`config.mk`:
```
export PLATFORM = sky130hd
export DESIGN_NAME = mem_port_arbiter
export DESIGN_NICKNAME = d
export VERILOG_FILES = /design/src/rtl/mem_port_arbiter.sv
export SDC_FILE = /design/constraint.sdc
export NUM_CORES = 1
export LEC_CHECK = 0
export BUFFER_PORTS_ARGS = -buffer_cell sky130_fd_sc_hd__buf_4
export CAP_MARGIN = 10
export CORE_AREA = 2 2 114 116
export DETAILED_ROUTE_END_ITERATION = 8
export DIE_AREA = 0 0 116 118
export HOLD_SLACK_MARGIN = 0.05
export SLEW_MARGIN = 10
export SYNTH_ARGS = -nofsm -noshare
export SYNTH_HDL_FRONTEND = slang
export SYNTH_SLANG_ARGS = --single-unit
```
`constraint.sdc`:
```
create_clock -name clk -period 4.55 [get_ports clk]
set_input_delay 0 -clock clk [delete_from_list [all_inputs] [get_ports clk]]
set_output_delay 0 -clock clk [all_outputs]
set_load 0.01 [all_outputs]
```
`src/rtl/mem_port_arbiter.sv`:
```
//----------------------------------------------------------------------------
// mem_port_arbiter: shares one single-port SRAM between CPU data accesses (M0)
// and a burst master (M1), with a bound on how long M0 can starve a burst.
// Revision: 1.0
//----------------------------------------------------------------------------
`default_nettype none

module mem_port_arbiter #(
  parameter int ADDR_W     = 14,
  parameter int STARVE_MAX = 4
) (
  input  logic              clk,
  input  logic              rst,
  // CPU port
  input  logic              m0_cs,
  input  logic [3:0]        m0_web,
  input  logic [31:0]       m0_addr,
  input  logic [31:0]       m0_din,
  output logic              m0_stall,
  output logic [31:0]       m0_rdata,
  output logic              m0_rvalid,
  // Burst port
  input  logic              m1_req,
  input  logic              m1_write,
  input  logic [31:0]       m1_addr,
  input  logic [3:0]        m1_len,
  input  logic [31:0]       m1_wdata,
  output logic              m1_ack,
  output logic              m1_beat,
  output logic [31:0]       m1_rdata,
  output logic              m1_rvalid,
  output logic              m1_done,
  // SRAM
  output logic              sram_cs,
  output logic [3:0]        sram_web,
  output logic [ADDR_W-1:0] sram_a,
  output logic [31:0]       sram_di,
  input  logic [31:0]       sram_do
);

  localparam int SW = (STARVE_MAX < 1) ? 1 : $clog2(STARVE_MAX + 1);
  localparam logic [SW-1:0] STARVE_LIM = SW'(STARVE_MAX);

  typedef enum logic [0:0] {
    IDLE  = 1'b0,
    BURST = 1'b1
  } state_t;

  state_t            state;
  logic [ADDR_W-1:0] addr;
  logic [3:0]        remain;
  logic              wr;
  logic [SW-1:0]     starve_cnt;
  logic              m0_pend;
  logic              m1_pend;

  logic              m0_go;
  logic              m1_go;

  // Outputs are gated by rst so nothing issues while reset is held.
  always_comb begin
    m0_go = 1'b0;
    m1_go = 1'b0;
    if (!rst) begin
      m0_go = m0_cs && ((state == IDLE) || (starve_cnt < STARVE_LIM));
      m1_go = (state == BURST) && !m0_go;
    end
  end

  assign m0_stall = m0_cs && m1_go;
  assign m1_ack   = !rst && (state == IDLE) && m1_req;
  assign m1_beat  = m1_go;
  assign m1_done  = m1_go && (remain == 4'd0);

  always_comb begin
    sram_cs  = 1'b0;
    sram_web = 4'b1111;
    sram_a   = '0;
    sram_di  = '0;
    if (m0_go) begin
      sram_cs  = 1'b1;
      sram_web = m0_web;
      sram_a   = m0_addr[ADDR_W+1:2];
      sram_di  = m0_din;
    end else if (m1_go) begin
      sram_cs  = 1'b1;
      sram_web = wr ? 4'b0000 : 4'b1111;
      sram_a   = addr;
      sram_di  = wr ? m1_wdata : 32'd0;
    end
  end

  assign m0_rvalid = m0_pend;
  assign m0_rdata  = m0_pend ? sram_do : 32'd0;
  assign m1_rvalid = m1_pend;
  assign m1_rdata  = m1_pend ? sram_do : 32'd0;

  // Byte-offset and high address bits are intentionally dropped.
  logic unused_addr_bits;
  assign unused_addr_bits = ^{m0_addr[31:ADDR_W+2], m0_addr[1:0],
                              m1_addr[31:ADDR_W+2], m1_addr[1:0]};

  always_ff @(posedge clk or posedge rst) begin
    if (rst) begin
      state      <= IDLE;
      addr       <= '0;
      remain     <= '0;
      wr         <= 1'b0;
      starve_cnt <= '0;
      m0_pend    <= 1'b0;
      m1_pend    <= 1'b0;
    end else begin
      m0_pend <= m0_go && (m0_web == 4'b1111);
      m1_pend <= m1_go && !wr;
      case (state)
        IDLE: begin
          if (m1_req) begin
            addr       <= m1_addr[ADDR_W+1:2];
            remain     <= m1_len;
            wr         <= m1_write;
            starve_cnt <= '0;
            state      <= BURST;
          end
        end
        BURST: begin
          if (m0_go) begin
            starve_cnt <= starve_cnt + SW'(1);
          end else begin
            starve_cnt <= '0;
            addr       <= addr + ADDR_W'(1);
            remain     <= remain - 4'd1;
            if (remain == 4'd0) state <= IDLE;
          end
        end
        default: state <= IDLE;
      endcase
    end
  end

endmodule

`default_nettype wire

```
==> summary.md, run 1 <==
| Metric | Value |
|---|---|
| Core Box Area | `between 10,000 and 15,000 um^2` |
| Initial drt markers | `around 210` |
| # clock sinks | `25` |
| Mapped Nets | `about 480` |
| PortBufs | `roughly 260` |
| Drt total wl | `12.0 mm` |
| Post-layout minimum cycle time | `between 2000 and 3000 ps` |
| Worst slew margin | `roughly two fifths` |
| Worst-margin pin slew | `roughly 890 ps` |
| CTS tree | `built` |
| Main flop type after synthesis | `dfrtp_1` |
| Post-synthesis mux area share | `under 10%` |
| Clk_lat worst skew | `260 ps` |
| Io pins | `roughly 290` |
| RSZ-0062 raised after global routing | `false` |
| Post-synthesis compound-gate area fraction | `between 30 and 40%` |
| Initial antenna violation count | `0` |
| Hold Crit Class | `input port to flip-flop` |
| FF-to-FF End | `addr[10]$_DFFE_PP0P_` |
| Die Wd | `between 100 and 150 um` |
| CTS H-tree depth | `1` |
| CTS Buf Count | `3` |
| Worst r2r path cells | `5` |
| WP data required | `between 4000 and 5000 ps` |
| # diodes | `0` |
| Slowest CP cell | `dfrtp_1` |
| End-of-flow core utilization | `about 38%` |
| Largest net degree at the start of global routing | `39` |
| Xor and xnor area share after synthesis | `around 1.8%` |
| Avg Cell Area, Syn | `8.12 um^2` |
| Placed insts | `705` |
| Area growth from synthesis to layout | `90.7%` |
| Leak | `0.00240 uW` |
| Total congestion overflow | `0` |
| Mapped cell area | `approximately 2400 um^2` |
| Worst EP arrival | `2750 ps` |
| Multi-input logic area | `1630 um^2` |
| Hold path depth | `3` |
| Outcome | `finished clean` |
| EDFF count, synth | `0` |
| Cell count after synthesis | `between 300 and 400` |
| Resized Gates After CTS | `0` |
| Layout Nets | `approximately 730` |
| Worst-path cell chain | `o211a_1, and2_4, a22o_1, buf_4` |
| Asr flop ratio synth | `100%` |
| Clk_skew | `2.83 ps` |
| Worst-path clk slew | `approximately 60 ps` |
| Largest family of logic cells by synthesized area | `simple AND/OR/NAND/NOR gates` |
| Post-synth top cells | `and2_1 (65), a22o_1 (46), dfrtp_1 (25)` |
| GRT Resource Usage Total | `~16%` |
| Warnings from Yosys | `0` |
| Share of post-route cells with drive strength above 1 | `between 40% and 50%` |
| R2r setup slk | `around 2100 ps` |
| Vias in the first global route | `3,183` |
| Die Span Y | `118 um` |
| Hold Worst Slack | `roughly 48 ps` |
| Critical path endpoint category | `primary output` |
| Synthesized flop and latch total | `25` |
| Peak supply drop | `0.000172 V` |
| Seq/Total Area, Yosys | `about 26%` |
| Placer Congestion | `0.868` |
| Reg area | `~630 um^2` |
| Adder-cell share of the synthesized area | `2.05%` |
| CP top delay family | `flip-flops` |
| Routed vias | `between 3,000 and 4,000` |
| Antenna Violating Nets Remaining | `0` |
| PD cells | `310 nW/um^2` |
| Drt pass-1 iters | `5` |
| Number of max-cap violations | `0` |
| FP Rows | `41` |
| Worst Min Path Start | `m1_addr[3]` |
| Bufs on Longest Clock Path | `2` |
| Top area cells in the synthesized netlist | `dfrtp_1 (26%), and2_1 (17%), a22o_1 (16%), a21oi_1 (3.9%), nand2_1 (2.8%)` |
| DR vias/cell | `between 4 and 5` |
| Crit Path Category | `flip-flop to primary output` |
| Initial core utilization | `between 10% and 20%` |
| Netlist cell types | `52` |
| Design Power | `about 1400 uW` |
| Die Area | `about 14,000 um^2` |
| Final setup fails | `0` |
| DP Wirelength | `approximately 9.9 mm` |
| Final period utilization | `a little over 60%` |
| Final Slew Violations | `0` |
| F_max | `approximately 0.36 GHz` |
| Fillers | `between 1,000 and 1,500` |
| Share of the synthesized area in the top cell type | `between 20% and 30%` |
| Final std cells w/o fill | `721` |
| Setup crit start kind | `flip-flop` |
| Worst-path fanout max | `36` |
| CP Buf/Inv Count | `1` |
| Synth Area in Simple Gates | `30.8%` |
| Hold worst-path end | `addr[1]$_DFFE_PP0P_` |
| DRC | `0` |
| Most frequent cell after synthesis | `and2_1` |
| Reg2reg start | `state$_DFF_PP0_` |
| Post CTS Setup Buffer Count | `0` |
| First-pass GRT wire length | `17.6 mm` |
| Area leader, netlist | `dfrtp_1` |
| Max incr delay on CP | `~900 ps` |
| Total negative slack | `0 ps` |
| Clock root cell | `clkbuf_16` |
| Drt wl/cell | `between 15 and 20 um` |
| Final Hold Vio Count | `0` |
| WP depth | `4` |
timing repair:
action / in CTS / in global routing
hold endpoints to repair: 37 / 0
hold buffers: 12 / 0
endpoints found under the setup margin: 0 / 0
kinds of logic after synthesis:
| logic type | after synthesis |
|---|---|
| adder cells (fa/ha/maj) | 4 |
| XOR/XNOR | 5 |
| buffers and inverters | 39 |
| multiplexers | 3 |
| AND/OR/NAND/NOR | 128 |
| AO/OA/AOI/OAI | 97 |
| flip-flops | 25 |
metal layers:
metal	up-vias	GRT usage, %	wire [um]
met5	-	0	0
met4	0	4.46	278
met3	18	2.06	793
met2	167	29.5	6070
met1	1504	19.7	4830
li1	1584	-	-
worst reg2reg max path: stages, from the launching register on:
cell and delay (ps):
dfrtp_1 920, buf_4 390, nor2_1 180, a21oi_1 580, a21oi_1 140, a21oi_1 150
worst max path at each step:
stage	startpoint	end	slack [ps]
after floorplan	addr[0]$_DFFE_PP0P_	addr[12]$_DFFE_PP0P_	3060
after global placement	state$_DFF_PP0_	sram_di[5]	2110
after detailed placement	state$_DFF_PP0_	sram_di[5]	2070
after CTS	state$_DFF_PP0_	sram_di[5]	1770
after global routing	state$_DFF_PP0_	sram_di[5]	1620
final	state$_DFF_PP0_	sram_di[5]	1800
where the power goes:
part | leakage [uW] | switching (uW) | internal, uW
sequential | 0.000295 | 151 | 316
combinational | 0.00206 | 354 | 426
clock | 0.0000382 | 79.4 | 120
total | 0.00240 | 585 | 861
layout make-up:
cell class	instances	share of cell area (%)
timing repair buffer	271	44.3
multi-input combinational	237	35.0
tap	172	4.62
sequential	25	13.4
clock buffer	4	1.69
inverter	12	0.966
sequential cells by signal, summed over array words and instances, names as in the netlist:
| register | cells |
|---|---|
| wr | 1 |
| starve_cnt | 3 |
| remain | 4 |
| addr | 14 |
| state | 1 |
| m0_rvalid | 1 |
| m1_rvalid | 1 |
cells in the final DEF (no fill, tap or decap), types with 2 or more instances in the layout:
cell,count
a211oi_1,5
a21oi_1,19
a22o_1,46
a2bb2oi_1,2
and2_1,65
and4_1,2
buf_4,259
clkbuf_16,3
dfrtp_1,25
dlygate4sd3_1,12
ha_1,4
inv_1,10
inv_2,2
mux2i_1,3
nand2_1,18
nand3_1,8
nand3b_1,2
nand4_1,5
nor2_1,8
nor2b_1,7
o211ai_1,2
o21ai_0,5
o22ai_1,3
o311ai_0,2
o31ai_1,2
o32ai_1,2
xnor2_1,3
xor2_1,2
per-stage QoR:
step	instance area, um^2	setup WS (ps)
after floorplan	2440	3060
after global placement	4460	2110
after detailed placement	4460	2070
after CTS	4660	1770
after global routing	4660	1620
final	4660	1800
No activity file was read; power rests on OpenSTA's default activity.
==> run 2: changes to the inputs <==
==> constraint.sdc (replaced) <==
create_clock -name clk -period 2.25 [get_ports clk]
set_input_delay 0 -clock clk [delete_from_list [all_inputs] [get_ports clk]]
set_output_delay 0 -clock clk [all_outputs]
set_load 0.01 [all_outputs]
==> run 2 against run 1 <==
Cell area increased by 0.81%. Via count increased by 0.79%. Worst setup slack got worse by 1600 ps. Die area unchanged. Critical path type unchanged. Largest cell class unchanged.
==> summary.md, run 2 (synthesized netlist as in run 1, its figures left out) <==
| Metric | Value |
|---|---|
| DRC | `0` |
| Placed instance area | `4500 um^2` |
| Reg power frac | `between 30% and 40%` |
| Final setup fails | `0` |
| Worst-path fanout max | `36` |
| Drt pass-1 iters | `4` |
| Combinational Power Share | `a little over half` |
| End-of-flow core utilization | `37.8%` |
| Antenna Violating Nets Remaining | `0` |
| Reg2reg start | `addr[0]$_DFFE_PP0P_` |
| Post CTS Setup Buffer Count | `0` |
| Worst-path clk slew | `60 ps` |
| Critical path startpoint | `state$_DFF_PP0_` |
| Worst-path cell chain | `o211a_1, and2_4, a22o_1, buf_4` |
| Drt total wl | `roughly 12 mm` |
| Critical path endpoint category | `primary output` |
| Vias in the first global route | `3,052` |
| F_max | `0.498 GHz` |
| PD cells | `628 nW/um^2` |
| Worst EP arrival | `2010 ps` |
| Most common cell after layout, fill and taps aside | `buf_4` |
| Hold Crit Class | `input port to flip-flop` |
| Initial core utilization | `between 10% and 20%` |
| Max incr delay on CP | `around 670 ps` |
| CTS H-tree depth | `1` |
| Drt wl/cell | `16.5 um` |
| Die Area | `13,700 um^2` |
| Slowest CP cell | `dfrtp_1` |
| Final Hold Vio Count | `0` |
| Total congestion overflow | `0` |
| WP data required | `between 2000 and 2500 ps` |
| Final Slew Violations | `0` |
| Initial antenna violation count | `0` |
| # clock sinks | `25` |
| First-pass GRT wire length | `approximately 17 mm` |
| FP Rows | `41` |
| Most flop-heavy register | `addr` |
| DR vias/cell | `between 4 and 5` |
| Clk_skew | `4.07 ps` |
| Design Power | `~3000 uW` |
| Worst slew margin | `between 40 and 50%` |
| P_sw | `1190 uW` |
| Setup crit start kind | `flip-flop` |
| Outcome | `finished clean` |
| Io pins | `~300` |
| Clock power share | `13.7%` |
| Layout Nets | `~730` |
| Area growth from synthesis to layout | `92.3%` |
| Core Box Area | `roughly 12,000 um^2` |
| Post-layout instance area | `4700 um^2` |
| Leak | `0.00242 uW` |
| Max reg flops | `14` |
| Initial drt markers | `144` |
| Resized Gates After CTS | `0` |
| Worst Min Path Start | `m0_web[2]` |
| Worst-margin pin slew | `777 ps` |
| # diodes | `0` |
| Final period utilization | `around nine tenths` |
| CTS Buf Count | `3` |
| Die Wd | `about 120 um` |
| Bufs on Longest Clock Path | `2` |
| Post-CTS Hold Buffers | `12` |
| GRT Resource Usage Total | `15.9%` |
| Largest net degree at the start of global routing | `42` |
| Most frequent cells in the layout | `buf_4 (264), and2_1 (65), a22o_1 (46)` |
| Peak supply drop | `approximately 0.00038 V` |
| Routed vias | `around 3,300` |
| Largest registers | `addr x14, remain x4, starve_cnt x3` |
| Share of post-route cells with drive strength above 1 | `49.6%` |
| Internal | `1760 uW` |
| Placer Congestion | `around 0.87` |
| Crit Path Category | `flip-flop to primary output` |
| Die Span Y | `118 um` |
| Clock root cell | `clkbuf_16` |
| Post-layout minimum cycle time | `around 2000 ps` |
| CTS tree | `built` |
| Number of max-cap violations | `0` |
| DP Wirelength | `~10 mm` |
| RSZ-0062 raised after global routing | `false` |
| Switching Share | `between 40% and 50%` |
| Total negative slack | `0 ps` |
| PortBufs | `roughly 260` |
| Clk_lat worst skew | `260 ps` |
## run 2: cell count changes in the layout (fill, tap and decap cells not counted)
cell   before  now
buf_4     259  264
## run 2: layout make-up
| type | instances | area [um^2] |
|---|---|---|
| Clock buffer | 4 | 78.8 |
| Fill cell | 1291 | 7720 |
| Inverter | 12 | 45.0 |
| Multi-Input combinational cell | 237 | 1630 |
| Sequential cell | 25 | 626 |
| Tap cell | 172 | 215 |
| Timing Repair Buffer | 276 | 2100 |
## run 2: final timing paths
kind	end	slack, ps	cells past startpoint
worst max-delay path	sram_di[5]	240	4
worst min-delay path	m0_rvalid$_DFF_PP0_	50	3
worst max register to register	addr[12]$_DFFE_PP0P_	460	5
worst min register to register	m1_rvalid$_DFF_PP0_	460	1
max in group asynchronous	wr$_DFFE_PP0P_	1570	4
min in group asynchronous	m1_rvalid$_DFF_PP0_	420	4
## run 2: stage by stage
stage / instances / hold WS [ps] / setup WS (ps)
final: 726 / 45.0 / 243
after global routing: 726 / 60.4 / 108
after floorplan: 301 / 53.7 / 756
after global placement: 710 / 144 / 521
after detailed placement: 710 / 151 / 485
after CTS: 726 / 53.4 / 242
## run 2: metal layers
layer	share of wire, %	vias to the layer above	global-route usage [%]
met1	40	1524	18.9
met5	0	-	0
met4	1.3	0	2.98
met3	7.6	12	2.99
met2	51	168	29.4
li1	-	1595	-
## run 2: worst max-delay path, delay by kind of cell (launching register included)
family                 cells  cell delay (ps)
AO/OA/AOI/OAI              2              520
buffers and inverters      1              140
flip-flops                 1              670
AND/OR/NAND/NOR            1              410
## run 2: power groups by stage
stage | clock (uW) | sequential [uW] | combinational, uW
after global placement | 0 | 920 | 1570
after CTS | 408 | 925 | 1630
final | 404 | 930 | 1620
after detailed placement | 0 | 930 | 1610
after global routing | 433 | 971 | 1770
after floorplan | 0 | 798 | 1020
==> run 3: changes to the inputs <==
--- a/config.mk
+++ b/config.mk
@@ -7,9 +7,9 @@
 export LEC_CHECK = 0
 export BUFFER_PORTS_ARGS = -buffer_cell sky130_fd_sc_hd__buf_4
 export CAP_MARGIN = 10
-export CORE_AREA = 2 2 114 116
+export CORE_AREA = 2 2 115 117
 export DETAILED_ROUTE_END_ITERATION = 8
-export DIE_AREA = 0 0 116 118
+export DIE_AREA = 0 0 117 119
 export HOLD_SLACK_MARGIN = 0.05
 export SLEW_MARGIN = 10
 export SYNTH_ARGS = -nofsm -noshare
==> constraint.sdc (replaced) <==
create_clock -name clk -period 2.25 [get_ports clk]
set_input_delay 0 -clock clk [delete_from_list [all_inputs] [get_ports clk]]
set_output_delay 0 -clock clk [all_outputs]
set_load 0.005 [all_outputs]
==> run 3 against run 2 <==
Register-to-register slack got worse by 20 ps. Global-route usage fell by 0.70 points. Flip-flop and latch count did not move. Critical path depth did not move. Fmax rose by 0.31%. First-iteration DRC count rose by 6.9%. Die area rose by 1.7%. Clock skew rose by 0.91 ps. Clock power fell by 2%. Utilization fell by 1.4 points. Combinational power fell by 6%. Clock-buffer cell count fell by 1. Critical path type unchanged.
==> summary.md, run 3 (synthesized netlist as in run 1, its figures left out) <==
| Metric | Value |
|---|---|
| Outcome | `finished clean` |
| Largest net degree at the start of global routing | `between 50 and 60` |
| Vias in the first global route | `~3,200` |
| Post-CTS Hold Buffers | `12` |
| Crit Path Category | `flip-flop to primary output` |
| Max reg flops | `14` |
| Most common cell after layout, fill and taps aside | `buf_4` |
| Final setup fails | `0` |
| Setup crit start kind | `flip-flop` |
| F_max | `0.500 GHz` |
| Final Hold Vio Count | `0` |
| PortBufs | `about 260` |
| Final period utilization | `roughly nine tenths` |
| Total negative slack | `0 ps` |
| Resized Gates After CTS | `0` |
| Die Span Y | `between 100 and 150 um` |
| R2r setup slk | `between 400 and 500 ps` |
| Area growth from synthesis to layout | `91.9%` |
| DP Wirelength | `approximately 9.6 mm` |
| Drt pass-1 iters | `4` |
| Routed vias | `approximately 3,300` |
| Post-layout instance area | `about 4700 um^2` |
| Post-layout minimum cycle time | `between 2000 and 2500 ps` |
| WL met3 | `around 860 um` |
| Multi-input logic area | `1630 um^2` |
| CTS Buf Count | `3` |
| Worst slew margin | `~50%` |
| WP data required | `2250 ps` |
| Critical path endpoint category | `primary output` |
| Io pins | `between 200 and 300` |
| Post CTS Setup Buffer Count | `0` |
| Bufs on Longest Clock Path | `2` |
| Clk_lat worst skew | `around 260 ps` |
| GRT Resource Usage Total | `between 10% and 20%` |
| Antenna Violating Nets Remaining | `0` |
| Initial core utilization | `about a fifth` |
| # clock sinks | `25` |
| CTS tree | `built` |
| DR WL met2 | `5.72 mm` |
| Layout Nets | `730` |
| Largest registers | `addr x14, remain x4, starve_cnt x3` |
| Worst-path fanout max | `36` |
| Top Metal Used | `met4` |
| Worst r2r path cells | `4` |
| DR vias/cell | `around 4.5` |
| Drt total wl | `between 10 and 15 mm` |
| Die Wd | `between 100 and 150 um` |
| Initial antenna violation count | `0` |
| Worst-path clk slew | `roughly 70 ps` |
| Placer Congestion | `0.864` |
| Post-place setup slack | `between 400 and 500 ps` |
| Number of max-cap violations | `0` |
| Core Box Area | `12,900 um^2` |
| DRC | `0` |
| Reg area | `626 um^2` |
| Most frequent cells in the layout | `buf_4 (262), and2_1 (65), a22o_1 (46)` |
| Die Area | `approximately 14,000 um^2` |
| Fillers | `about 1,400` |
| First-pass GRT wire length | `around 17 mm` |
| Initial drt markers | `around 150` |
| Final Slew Violations | `0` |
| Hold Crit Class | `input port to flip-flop` |
| PD cells | `just over 600 nW/um^2` |
| Share of post-route cells with drive strength above 1 | `about half` |
| Peak supply drop | `approximately 0.00039 V` |
| Hold Worst Slack | `around 50 ps` |
| Most flop-heavy register | `addr` |
| Clock root cell | `clkbuf_16` |
| Worst-margin pin slew | `763 ps` |
| Hold path depth | `3` |
| Leak | `0.00241 uW` |
| RSZ-0062 raised after global routing | `false` |
| Drt wl/cell | `around 16 um` |
| Placed instance area | `4490 um^2` |
| FP Rows | `42` |
| Final WS setup | `249 ps` |
| Total congestion overflow | `0` |
| Worst EP arrival | `approximately 2000 ps` |
| CTS H-tree depth | `1` |
| Met1 WL | `around 4.6 mm` |
| # diodes | `0` |
| Clk_skew | `approximately 5 ps` |
-- run 3: changes by cell type in the layout (fill, tap and decap cells not counted) --
cell	previous run	this run
clkinv_2	0	1
clkbuf_1	1	0
buf_4	264	262
-- run 3: path summary, 6_finish.rpt --
kind,end,startpoint
max in group asynchronous,addr[1]$_DFFE_PP0P_,rst
worst min register to register,m1_rvalid$_DFF_PP0_,wr$_DFFE_PP0P_
min in group asynchronous,remain[0]$_DFFE_PP0P_,rst
worst max register to register,addr[10]$_DFFE_PP0P_,state$_DFF_PP0_
worst max-delay path,sram_di[20],state$_DFF_PP0_
worst min-delay path,m0_rvalid$_DFF_PP0_,m0_web[2]
-- run 3: worst max-delay path, stage by stage, from the launching register on --
cell and delay, ps:
dfrtp_1 650, o211a_1 280, and2_4 410, a22o_1 270, buf_4 130
-- run 3: power by group --
part / switching [uW] / leakage, uW / internal (uW)
Clock: 157 / 0.0000409 / 239
Combinational: 653 / 0.00208 / 864
Sequential: 287 / 0.000295 / 639
-- run 3: through the flow --
step	total power, uW	util, %	instances
floorplan	1740	-	301
CTS	2870	36.4	728
finish	2840	36.4	728
detailed placement	2440	34.9	712
global placement	2400	34.9	712
global route	3100	36.4	728
-- run 3: area by class of cell --
cell class                      count  share of cell area (%)
Inverter                           12                   0.961
Clock buffer                        3                    1.60
Tap cell                          176                    4.70
Clock inverter                      1                   0.107
Timing Repair Buffer              274                    44.5
Multi-Input combinational cell    237                    34.8
Sequential cell                    25                    13.3
-- run 3: per-layer routing --
metal  up-vias  track usage (%)
li1       1595                -
met1      1513             18.9
met2       154             27.3
met3        18             2.54
met4         0             2.94
met5         -                0
